==> config.mk <==
export PLATFORM = sky130hd
export DESIGN_NAME = experiment_scheduler
export DESIGN_NICKNAME = d
export VERILOG_FILES = /design/src/rtl/sync_pkg.sv /design/src/rtl/cycle_timer.sv /design/src/rtl/experiment_scheduler.sv
export SDC_FILE = /design/constraint.sdc
export NUM_CORES = 1
export LEC_CHECK = 0
export CAP_MARGIN = 10
export CORE_UTILIZATION = 52
export DETAILED_ROUTE_END_ITERATION = 10
export GPL_ROUTABILITY_DRIVEN = 0
export GPL_TIMING_DRIVEN = 0
export PLACE_DENSITY_LB_ADDON = 0.12
export REMOVE_ABC_BUFFERS = 1
export SYNTH_ARGS = -nofsm -noshare
export SYNTH_HDL_FRONTEND = slang
export SYNTH_SLANG_ARGS = --single-unit
==> constraint.sdc <==
create_clock -name clock -period 5.8 [get_ports clock]
set_input_delay 1.45 -clock clock [delete_from_list [all_inputs] [get_ports clock]]
set_output_delay 1.45 -clock clock [all_outputs]
set_load 0.01 [all_outputs]
==> src/rtl/sync_pkg.sv <==
// Shared types and defaults for the synchronization block.
// Scheduler state and fault-cause encodings live here.
package sync_pkg;

  localparam int unsigned SHOT_TIMEOUT_DEF = 1_000_000;
  localparam int unsigned HOLDOFF_DEF      = 500_000;

  typedef enum logic [2:0] {
    S_IDLE,
    S_ISSUE,
    S_WAIT_DET,
    S_WAIT_TRIG_HI,
    S_WAIT_TRIG_LO,
    S_HOLDOFF,
    S_DONE,
    S_FAULT
  } sched_state_t;

  typedef enum logic [1:0] {
    FC_NONE    = 2'd0,
    FC_TIMEOUT = 2'd1,
    FC_ABORT   = 2'd2
  } fault_code_t;

endpackage

==> src/rtl/cycle_timer.sv <==
// Loadable down counter shared by the shot watchdog and the holdoff.
// Expired flags the last allowed cycle of a window (count == 1).
module cycle_timer #(
  parameter int unsigned CNT_W = 32
) (
  input  logic             clock,
  input  logic             reset_n,
  input  logic             load,
  input  logic [CNT_W-1:0] load_value,
  output logic             expired
);

  logic [CNT_W-1:0] cnt_q, cnt_d;

  always_comb begin
    cnt_d = cnt_q;
    if (load) begin
      cnt_d = load_value;
    end else if (cnt_q != '0) begin
      cnt_d = cnt_q - 1'b1;
    end
  end

  always_ff @(posedge clock or negedge reset_n) begin
    if (!reset_n) begin
      cnt_q <= '0;
    end else begin
      cnt_q <= cnt_d;
    end
  end

  assign expired = (cnt_q == CNT_W'(1));

endmodule

==> src/rtl/experiment_scheduler.sv <==
// Multi-shot sequencer in front of the experiment FSM.
// Issues start pulses, tracks each shot, enforces holdoff and watchdog.
module experiment_scheduler
  import sync_pkg::*;
#(
  parameter int unsigned SHOT_TIMEOUT = SHOT_TIMEOUT_DEF,
  parameter int unsigned HOLDOFF      = HOLDOFF_DEF,
  parameter int unsigned CNT_W        = 32
) (
  input  logic       clock,
  input  logic       reset_n,
  input  logic       arm,
  input  logic [7:0] shot_count,
  input  logic       abort,
  input  logic       fault_clear,
  input  logic       exp_detonation,
  input  logic       exp_trigger,
  output logic       exp_start,
  output logic       busy,
  output logic       done,
  output logic       fault,
  output logic [1:0] fault_code,
  output logic [7:0] shots_done
);

  sched_state_t     state_q, state_d;
  fault_code_t      code_q, code_d;
  logic [7:0]       count_q, count_d;
  logic [7:0]       shots_q, shots_d;
  logic             exp_start_q, busy_q, done_q, fault_q;
  logic             tmr_load, tmr_expired;
  logic [CNT_W-1:0] tmr_value;
  logic             watched, active;

  cycle_timer #(.CNT_W(CNT_W)) u_timer (
    .clock      (clock),
    .reset_n    (reset_n),
    .load       (tmr_load),
    .load_value (tmr_value),
    .expired    (tmr_expired)
  );

  assign watched = state_q inside {S_WAIT_DET, S_WAIT_TRIG_HI,
                                   S_WAIT_TRIG_LO};
  assign active  = watched || state_q inside {S_ISSUE, S_HOLDOFF};

  always_comb begin
    state_d   = state_q;
    code_d    = code_q;
    count_d   = count_q;
    shots_d   = shots_q;
    tmr_load  = 1'b0;
    tmr_value = CNT_W'(SHOT_TIMEOUT);
    unique case (state_q)
      S_IDLE: begin
        if (arm) begin
          count_d = shot_count;
          shots_d = '0;
          state_d = (shot_count != '0) ? S_ISSUE : S_DONE;
        end
      end
      S_ISSUE: begin
        tmr_load = 1'b1;
        state_d  = S_WAIT_DET;
      end
      S_WAIT_DET: begin
        if (exp_detonation) state_d = S_WAIT_TRIG_HI;
      end
      S_WAIT_TRIG_HI: begin
        if (exp_trigger) state_d = S_WAIT_TRIG_LO;
      end
      S_WAIT_TRIG_LO: begin
        if (!exp_trigger) begin
          shots_d = shots_q + 8'd1;
          if (shots_q + 8'd1 == count_q) begin
            state_d = S_DONE;
          end else begin
            tmr_load  = 1'b1;
            tmr_value = CNT_W'(HOLDOFF);
            state_d   = S_HOLDOFF;
          end
        end
      end
      S_HOLDOFF: begin
        if (tmr_expired) state_d = S_ISSUE;
      end
      S_DONE: begin
        state_d = S_IDLE;
      end
      S_FAULT: begin
        if (fault_clear) begin
          state_d = S_IDLE;
          code_d  = FC_NONE;
        end
      end
    endcase
    // Abort outranks the watchdog, which outranks shot progress.
    if (watched && tmr_expired) begin
      state_d  = S_FAULT;
      code_d   = FC_TIMEOUT;
      shots_d  = shots_q;
      tmr_load = 1'b0;
    end
    if (active && abort) begin
      state_d  = S_FAULT;
      code_d   = FC_ABORT;
      shots_d  = shots_q;
      tmr_load = 1'b0;
    end
  end

  always_ff @(posedge clock or negedge reset_n) begin
    if (!reset_n) begin
      state_q <= S_IDLE;
      code_q  <= FC_NONE;
      count_q <= '0;
      shots_q <= '0;
    end else begin
      state_q <= state_d;
      code_q  <= code_d;
      count_q <= count_d;
      shots_q <= shots_d;
    end
  end

  always_ff @(posedge clock or negedge reset_n) begin
    if (!reset_n) begin
      exp_start_q <= 1'b0;
      busy_q      <= 1'b0;
      done_q      <= 1'b0;
      fault_q     <= 1'b0;
    end else begin
      exp_start_q <= (state_q == S_ISSUE);
      busy_q      <= !(state_q inside {S_IDLE, S_FAULT});
      done_q      <= (state_q == S_DONE);
      fault_q     <= (state_q == S_FAULT);
    end
  end

  assign exp_start  = exp_start_q;
  assign busy       = busy_q;
  assign done       = done_q;
  assign fault      = fault_q;
  assign fault_code = code_q;
  assign shots_done = shots_q;

endmodule

==> reports/results.md <==
| Result | This run | Unit |
|---|---|---|
| H-tree depth reported by CTS | 3 | - |
| Core Rows | 28 | - |
| Worst setup margin | 2.60 | ns |
| Antenna violations before repair | 0 | - |
| Period Utilization, post-route | 55.1 | % |
| Register clock-pin slew on the reported worst setup and hold paths | 0.07 | ns |
| Total power | 1.82 | mW |
| Yosys Warn Count | 0 | - |
| Post-synthesis instance total | 351 | - |
| DRT Wirelength | 6.79 | mm |
| Ports placed on the boundary | 29 | - |
| Internal power | 1.11 | mW |
| Capturing element type of the critical path | flip-flop | - |
| Share of synthesized flip-flops with an asynchronous set or reset | 100 | % |
| Ant diodes | 0 | - |
| Netlist area before placement | 0.00316 | mm^2 |
| CP Launch Type | primary input | - |
| Status | complete, no violations | - |
| Pin count of the biggest net entering global routing | 30 | - |
| Most frequent cells after synthesis | dfrtp_1, nand2_1, nor2_1, xnor2_1, o21ai_0 | - |
| Vias/cell | 5.78 | - |
| Die Outline Area | 0.00639 | mm^2 |
| Area growth from synthesis to layout | 15.7 | % |
| Number of buffers created by CTS | 9 | - |
| Post-Place Cell Area | 0.00348 | mm^2 |
| Initial core utilization | 53.7 | % |
| Global route overflow | 0 | - |
| Util after Layout | 62.1 | % |
| Share of cells above drive strength 1 | 6.30 | % |
| Critical path class | in -> reg | - |
| Clock latency of the later-clocked register in the worst-skew pair | 0.35 | ns |
| Count of input and output buffers | 28 | - |
| DRT Pass-1 Iters | 4 | - |
| Max Freq | 313 | MHz |
| Flop and latch count out of synthesis | 57 | - |
| Most repeated cell in the gate-level netlist after synthesis | dfrtp_1 | - |
| Count of cells resized by post-cts repair | 0 | - |
| Unrepaired setup endpoints after global routing | no | - |
| Number of sinks handled by clock tree synthesis | 57 | - |
| Multi-input logic area | 0.00164 | mm^2 |
| Clock tree from TritonCTS | built | - |
| Residual DRC count | 0 | - |
| Non-filler cells, final | 456 | - |
| Portion of the post-synthesis area used by sequential elements | 45.2 | % |
| P_sw | 0.713 | mW |
| Worst slew slack as a fraction of its limit | 48.6 | % |
| Total count of max-transition violations in the final report | 0 | - |
| Floorplan core area | 0.00589 | mm^2 |
| Placed wire-length estimate after detailed placement | 4.64 | mm |
| Final Hold Fails | 0 | - |
| Static power due to leakage | 1.53 | nW |
| Peak fanout along the critical path | 21 | - |
| Final worst hold slack | 0.504 | ns |
| Area share of the largest cell type after synthesis | 45.2 | % |
| Switching power share of the total | 39.1 | % |
| Overall die width | 79.9 | um |
| Shortest clock period the worst path allows after layout | 3.20 | ns |
| Dpl cells | 443 | - |
| Power per unit of standard cell area | 498 | mW/mm^2 |
| Area leader, netlist | dfrtp_1 | - |
| Final design area excluding fillers | 0.00365 | mm^2 |
| Tightest Pin Transition | 0.760 | ns |
| # Post-CTS Setup Buffers | 0 | - |
| Count of distinct cell types in the synthesized netlist | 52 | - |
| Worst IR drop on VDD | 0.251 | mV |
| Count of final setup violators | 0 | - |
| Sequential group share of total power | 42.2 | % |
| Number of flops mapped to enable cells by yosys | 0 | - |
| Clock skew | 0.0131 | ns |
| Clock Path Buffers | 2 | - |
| Fin nets | 398 | - |
| Average size of a mapped cell | 9.00 | um^2 |
| Die Height | 79.9 | um |
| Portion of total power attributed to combinational logic | 39.5 | % |
| Required time at the endpoint of the critical path | 6.01 | ns |
| First-pass GRT wire length | 11.7 | mm |
| Fill cell instance count of the final layout | 516 | - |
| Cell at the root of the clock tree | clkbuf_8 | - |
| Routed length per placed instance | 14.9 | um |
| Dpl ws | 2.23 | ns |
| Total routing resource utilization after global routing | 24.2 | % |
| Hold Path Class | reg -> reg | - |
| Number of DRC markers after the initial detailed-route iteration | 166 | - |
| CP Data Arrival Time | 3.40 | ns |
| Vias | 2,636 | - |
| Number of global-route vias before repair | 2,517 | - |
| Top cells by area, synth | dfrtp_1, xnor2_1, nand2_1, nor2_1, o21ai_0 | - |
| Clock share of power | 18.2 | % |
| Final antenna-violating net count | 0 | - |
| Count of hold-fix buffers inserted at cts | 0 | - |
| Primary flip-flop cell chosen by synthesis mapping | dfrtp_1 | - |
| Fin Setup TNS | 0 | ns |
| Sequential cell area | 0.00143 | mm^2 |
| Max_cap viols | 0 | - |
[worst paths after layout]
path / from / to / slack [ns] / cells past startpoint
max: abort / u_timer.cnt_q[4] / 2.60 / 5
min: fault_code[1] / fault_code[1] / 0.50 / 2
max reg2reg: u_timer.cnt_q[8] / u_timer.cnt_q[1] / 2.79 / 7
min reg2reg: fault_code[1] / fault_code[1] / 0.50 / 2
max in group asynchronous: reset_n / u_timer.cnt_q[19] / 4.07 / 2
min in group asynchronous: reset_n / busy / 1.13 / 1
[critical path, stage by stage]
cell	delay, ns
clkdlybuf4s50_1	0.55
o211ai_1	0.54
nand3_2	0.33
nand2_2	0.40
nor2_1	0.11
[cell type report]
type	count	area share, %
repair buffers	29	8.08
clock buffers	13	4.62
well taps	75	2.57
multi-input cells	274	44.9
flip-flops and latches	57	39.0
inverters	8	0.822
[routing by layer]
metal	up-vias	GRT usage [%]	wire length (um)
met5	-	0	0
met4	0	12.1	166
met3	14	6.17	287
met2	68	37.1	3110
met1	1269	31.5	3230
li1	1285	-	-
[state kept, by name, summed over array words and instances (netlist names)]
| name | count |
|---|---|
| u_timer.cnt_q | 32 |
| fault | 1 |
| shots_done | 8 |
| done | 1 |
| busy | 1 |
| state_q | 3 |
| exp_start | 1 |
| fault_code | 2 |
| count_q | 8 |
[cells by family (layout without fill, tap and decap cells)]
kind of cell,count (synthesis),after routing,share of synthesized area [%]
adder cells (fa/ha/maj),4,4,1.58
XOR/XNOR,40,40,11.1
flip-flops,57,57,45.2
AND/OR/NAND/NOR,172,172,27.2
buffers and inverters,20,50,2.93
AO/OA/AOI/OAI,57,57,11.7
multiplexers,1,1,0.317
[cells in the final DEF (no fill, tap or decap), types with 2 or more instances in the layout]
cell type / count
dfrtp_1: 57
nand2_1: 49
nor2_1: 48
xnor2_1: 30
clkdlybuf4s50_1: 27
o21ai_0: 23
nor3_1: 14
nand3_1: 12
clkbuf_8: 12
xor2_1: 10
nor4_1: 9
a21oi_1: 8
inv_1: 7
nand2b_1: 6
and3_1: 5
or4_1: 5
ha_1: 4
nand4_1: 3
o211ai_1: 3
nand4b_1: 3
a211oi_1: 3
o41ai_1: 3
o31ai_1: 3
nor2b_1: 2
nor4b_1: 2
and2_1: 2
nand3_2: 2
o21ai_1: 2
a22oi_1: 2
[power by group through the flow]
stage / combinational (mW) / sequential (mW) / clock [mW]
floorplan: 0.507 / 0.742 / 0
global placement: 0.707 / 0.763 / 0
detailed placement: 0.723 / 0.770 / 0
CTS: 0.725 / 0.767 / 0.338
global route: 0.817 / 0.798 / 0.360
finish: 0.720 / 0.769 / 0.332
No activity file was read; power rests on OpenSTA's default activity.
